$ cat src/rtl/rf_pkg.sv
// Shared types and defaults for the register-file write-port arbiter.
package rf_pkg;
  localparam int AW               = 5;
  localparam int DW               = 32;
  localparam int DEPTH_DEF        = 4;
  localparam int STARVE_LIMIT_DEF = 8;

  typedef struct packed {
    logic [AW-1:0] rd;
    logic [DW-1:0] data;
  } wb_entry_t;
endpackage

$ cat src/rtl/wb_result_fifo.sv
// Small synchronous FIFO holding long-latency results until a write slot frees up.
module wb_result_fifo
  import rf_pkg::*;
#(
  parameter  int DEPTH = DEPTH_DEF,
  localparam int PW    = $clog2(DEPTH),
  localparam int CW    = $clog2(DEPTH + 1)
) (
  input  logic            clk,
  input  logic            reset_n,
  input  logic            push,
  input  wb_entry_t       push_entry,
  input  logic            pop,
  output wb_entry_t       head,
  output logic [CW-1:0]   count,
  output logic            full,
  output logic            empty
);
  logic [PW-1:0] wr_ptr;
  logic [PW-1:0] rd_ptr;
  wb_entry_t     mem [DEPTH];
  logic          push_ok;
  logic          pop_ok;

  assign full    = (count == CW'(DEPTH));
  assign empty   = (count == '0);
  assign push_ok = push && !full;
  assign pop_ok  = pop && !empty;
  assign head    = mem[rd_ptr];

  // Pointers are exactly log2(DEPTH) bits wide, so they wrap without extra logic.
  always_ff @(posedge clk or negedge reset_n) begin
    if (!reset_n) begin
      wr_ptr <= '0;
      rd_ptr <= '0;
      count  <= '0;
    end else begin
      if (push_ok) wr_ptr <= wr_ptr + PW'(1);
      if (pop_ok)  rd_ptr <= rd_ptr + PW'(1);
      case ({push_ok, pop_ok})
        2'b10:   count <= count + CW'(1);
        2'b01:   count <= count - CW'(1);
        default: count <= count;
      endcase
    end
  end

  always_ff @(posedge clk) begin
    if (push_ok) mem[wr_ptr] <= push_entry;
  end
endmodule

$ cat src/rtl/wb_port_arbiter.sv
// Shares the register-file write port: pipeline writeback first, queued
// long-latency results drain into idle slots, starvation raises stall_req.
module wb_port_arbiter
  import rf_pkg::*;
#(
  parameter  int DEPTH        = DEPTH_DEF,
  parameter  int STARVE_LIMIT = STARVE_LIMIT_DEF,
  localparam int CW           = $clog2(DEPTH + 1)
) (
  input  logic          clk,
  input  logic          reset_n,
  input  logic          wb_valid,
  input  logic [AW-1:0] wb_rd,
  input  logic [DW-1:0] wb_data,
  input  logic          lu_valid,
  output logic          lu_ready,
  input  logic [AW-1:0] lu_rd,
  input  logic [DW-1:0] lu_data,
  output logic          rf_we,
  output logic [AW-1:0] rf_waddr,
  output logic [DW-1:0] rf_wdata,
  output logic          stall_req,
  output logic          lu_pending,
  output logic [CW-1:0] fifo_count
);
  logic      wb_write;
  logic      push;
  logic      pop;
  logic      fifo_full;
  logic      fifo_empty;
  wb_entry_t lu_entry;
  wb_entry_t head;
  logic [7:0] starve_cnt;

  // Writes to x0 are non-writes and leave the slot free for the FIFO.
  assign wb_write   = wb_valid && (wb_rd != '0);
  assign lu_ready   = reset_n && !fifo_full;
  assign push       = lu_valid && lu_ready;
  assign pop        = !wb_write && !fifo_empty;
  assign lu_pending = !fifo_empty;
  assign stall_req  = (starve_cnt == 8'(STARVE_LIMIT));
  assign lu_entry   = '{rd: lu_rd, data: lu_data};

  wb_result_fifo #(.DEPTH(DEPTH)) u_fifo (
    .clk        (clk),
    .reset_n    (reset_n),
    .push       (push),
    .push_entry (lu_entry),
    .pop        (pop),
    .head       (head),
    .count      (fifo_count),
    .full       (fifo_full),
    .empty      (fifo_empty)
  );

  always_ff @(posedge clk or negedge reset_n) begin
    if (!reset_n) begin
      rf_we    <= 1'b0;
      rf_waddr <= '0;
      rf_wdata <= '0;
    end else begin
      rf_we <= wb_write || (pop && (head.rd != '0));
      if (wb_write) begin
        rf_waddr <= wb_rd;
        rf_wdata <= wb_data;
      end else if (pop) begin
        rf_waddr <= head.rd;
        rf_wdata <= head.data;
      end
    end
  end

  // Counts cycles a waiting head is blocked; saturates so stall_req stays up.
  always_ff @(posedge clk or negedge reset_n) begin
    if (!reset_n) begin
      starve_cnt <= '0;
    end else if (fifo_empty || pop) begin
      starve_cnt <= '0;
    end else if (starve_cnt != 8'(STARVE_LIMIT)) begin
      starve_cnt <= starve_cnt + 8'd1;
    end
  end
endmodule

$ cat config.mk
export PLATFORM = sky130hd
export DESIGN_NAME = wb_port_arbiter
export DESIGN_NICKNAME = d
export VERILOG_FILES = /design/src/rtl/rf_pkg.sv /design/src/rtl/wb_result_fifo.sv /design/src/rtl/wb_port_arbiter.sv
export SDC_FILE = /design/constraint.sdc
export NUM_CORES = 1
export LEC_CHECK = 0
export CORE_MARGIN = 5
export CORE_UTILIZATION = 31
export DETAILED_ROUTE_END_ITERATION = 10
export PLACE_DENSITY = 0.5
export SLEW_MARGIN = 10
export SYNTH_ARGS = -nofsm -noshare
export SYNTH_HDL_FRONTEND = slang
export SYNTH_SLANG_ARGS = --single-unit
$ cat constraint.sdc
create_clock -name clk -period 2 [get_ports clk]
set_input_delay 0.3 -clock clk [delete_from_list [all_inputs] [get_ports clk]]
set_output_delay 0.3 -clock clk [all_outputs]
set_load 0.05 [all_outputs]
==> out/metrics.cfg <==
[outcome]
status=finished with violations
violations=negative hold slack

[worst_hold_path]
hold_class=in -> async

[finish]
nNetsFinal=720
fin_area_um2=10700
drive_above_1_share_pct=21.4
antennaDiodeCount=0
syn2layout_area_growth_pct=36.0

[placed_design]
portBuffers=121
dpl_cell_area_um2=9670
dp_worst_setup_slack_ns=-0.711
place.gp.congestion=0.724
place.detailed.hpwl_mm=11.3

[worst_setup_path]
arrival_ns=2.31
startpoint_type=flip-flop
required_ns=2.36
critPathKind=reg -> reg
crit_fanout=5
endpoint_kind=flip-flop

[timing]
worst_pin_slew_ns=0.780
setup_slack_ns=0.0502
whs_ns=-0.00319
slew_viol_final=0
setup_viol=0
max_freq_mhz=513
fin_crit_ns=1.95
rsz0062_at_grt=yes
relSlewSlack_pct=48.0
period_share_pct=97.5
hold_viol=5
finClkSkew_ns=0.00746

[routing]
wl_per_cell_um=19.1
first_iter_violations=249
vias_per_cell=4.70
routed_wl_mm=18.7
drcViolationCount=0
ant_nets=0
vias=4609
dr.pass1.iters=4

[global_routing]
grt_use_met2_pct=20.8
antenna_found_initial=3
grt_max_degree=77
grt-ovfl-total=0
use_met3_pct=3.38
grt_pass1_vias=4904
busiest_layer=met2
grt_use_total_pct=12.5
grt_pass1_wl_mm=28.3
met1_usage_pct=16.5

[power_and_ir_drop]
p_seq_share_pct=36.9
p_total_mw=15.2
pwr_density_cell_nw_per_um2=1420
pwr-share-comb_pct=34.8
peakVddDrop_mv=0.587
p_sw_mw=5.04
clockPowerShare_pct=28.2
power_leakage_nw=4.09
p_sw_share_pct=33.3
internal-power_mw=10.1

[clock_network]
clkSinkCount=201
cts.clk_slew.worst_paths_ns=0.06
clk_latency_ns=0.50
cts_buffer_depth=3
tritoncts=yes
ctsHoldBuffers=0
cts-htree-levels=1
clock-root-buffer=clkbuf_16
numCtsBuffers=22

[yosys]
synthTopCellsByCount=edfxtp_1 (148), nand2_1 (76), dfrtp_1 (53)
synth-simple-area-share_pct=7.53
synth_area_um2=7860
yosysSeqAreaShare_pct=73.4
synthAdderAreaFrac_pct=1.37
ys_warn_count=0
synth_xor_area_share_pct=1.34
async_flop_share_pct=26.4
yosysMostFrequentCell=edfxtp_1
synth_top_family_by_area=multiplexers
synthCells=478
synth.top_cell.area_share_pct=56.6
synth_edf_count=148
synth_area_leaders=edfxtp_1 (57%), dfrtp_1 (17%), mux4_2 (9.7%), nand2_1 (3.6%), a31oi_1 (2.9%)
synth_largest_area_cell=edfxtp_1
synth_nets=564
ys_ff_latch=201
synth-compound-area-share_pct=3.31
synthFlopType=edfxtp_1
syn_area_per_cell_um2=16.4
synth.area.mux_share_pct=11.2
yosysUniqueCellTypes=32

[die]
start_util_pct=31.4
fp.dieW_um=169
core_um2=25000
die_h_um=169
io-pin-count=122
num_rows=58
die-area_um2=28600

[job]
maxCapViolCount=0

sequential cells by signal, summed over array words and instances, names as in the netlist:
signal         count
rf_waddr           5
rf_wdata          32
rf_we              1
starve_cnt         8
u_fifo.count       3
u_fifo.mem       148
u_fifo.rd_ptr      2
u_fifo.wr_ptr      2
stage by stage:
stage | TNS (ns) | util, % | cells
final | 0 | 42.7 | 980
after global placement | -23.75 | 38.6 | 928
after global routing | -0.0756 | 42.7 | 980
after floorplan | -10.30 | - | 478
after detailed placement | -26.34 | 38.6 | 928
after CTS | -0.0178 | 41.9 | 971
routing by layer:
layer / share of wire [%] / vias up
met1: 43 / 2323
met3: 7.1 / 31
li1: - / 2106
met2: 48 / 143
met4: 1.8 / 6
met5: 0.24 / -
path summary, 6_finish.rpt:
kind                                                 to  slack [ns]  cells after the start                         start
max in group asynchronous  u_fifo.rd_ptr[0]$_DFFE_PN0P_        1.43                      2                       reset_n
min reg2reg                    rf_wdata[12]$_DFFE_PN0P_        0.53                      2      rf_wdata[12]$_DFFE_PN0P_
min                         u_fifo.count[2]$_DFFE_PN0P_      -0.003                      2                       reset_n
min in group clk                rf_waddr[3]$_DFFE_PN0P_        0.10                      2                      wb_rd[3]
max                                     rf_we$_DFF_PN0_        0.05                      5  u_fifo.rd_ptr[0]$_DFFE_PN0P_
max reg2reg                             rf_we$_DFF_PN0_        0.05                      5  u_fifo.rd_ptr[0]$_DFFE_PN0P_
worst max-delay path: stages (launching register included):
cell and delay, ns:
dfrtp_4 0.47, buf_6 0.13, mux4_2 0.50, or4_1 0.50, o21ai_1 0.15, nand2_1 0.08
cells by family after synthesis:
group | after synthesis
AO/OA/AOI/OAI | 41
XOR/XNOR | 12
adder cells (fa/ha/maj) | 8
buffers and inverters | 32
flip-flops | 201
multiplexers | 40
AND/OR/NAND/NOR | 144
layout by cell type (no fill, tap or decap), drive strengths merged:
cell | synthesis | routed
mux4 | 37 | 37
dlymetal6s2s | 0 | 33
nor3 | 1 | 1
bufinv | 0 | 4
o21ai | 2 | 2
mux2i | 1 | 1
nand2 | 76 | 76
a31oi | 36 | 36
a21boi | 1 | 1
nor2 | 46 | 46
a22o | 1 | 1
xor2 | 7 | 7
mux2 | 2 | 2
clkinv | 0 | 5
nor4b | 1 | 1
a21oi | 1 | 1
fa | 1 | 1
and2 | 2 | 2
buf | 13 | 40
nand3 | 7 | 7
clkinvlp | 0 | 1
nand2b | 2 | 2
clkdlybuf4s50 | 0 | 75
dfrtp | 53 | 53
nand3b | 1 | 1
dlygate4sd2 | 0 | 8
clkbuf | 12 | 31
edfxtp | 148 | 148
and3 | 6 | 6
ha | 7 | 7
inv | 7 | 7
or4 | 2 | 2
xnor2 | 5 | 5
final cells by class:
class,instances,area [um^2]
clock buffer,30,622
clock inverter,10,156
sequential,201,5780
multi-input combinational,245,2020
timing repair buffer,157,1660
fill,2259,14400
tap,330,413
inverter,7,26.3
power by group through the flow:
stage / sequential (mW) / clock (mW) / combinational (mW)
2_1_floorplan: 6.72 / 0 / 2.27
3_5_place_dp: 5.69 / 0 / 5.18
3_3_place_gp: 5.66 / 0 / 5.15
6_report: 5.60 / 4.28 / 5.28
4_1_cts: 5.64 / 4.44 / 5.22
5_1_grt: 5.69 / 4.61 / 5.69
what timing repair did:
item                                    in CTS  in global routing
gates resized for setup                     22                 38
gates cloned                                 0                  1
pin swaps                                    5                  4
endpoints found under the setup margin      21                 44
setup buffers                                3                  8
Note: power is estimated with default switching activity, not from simulation.
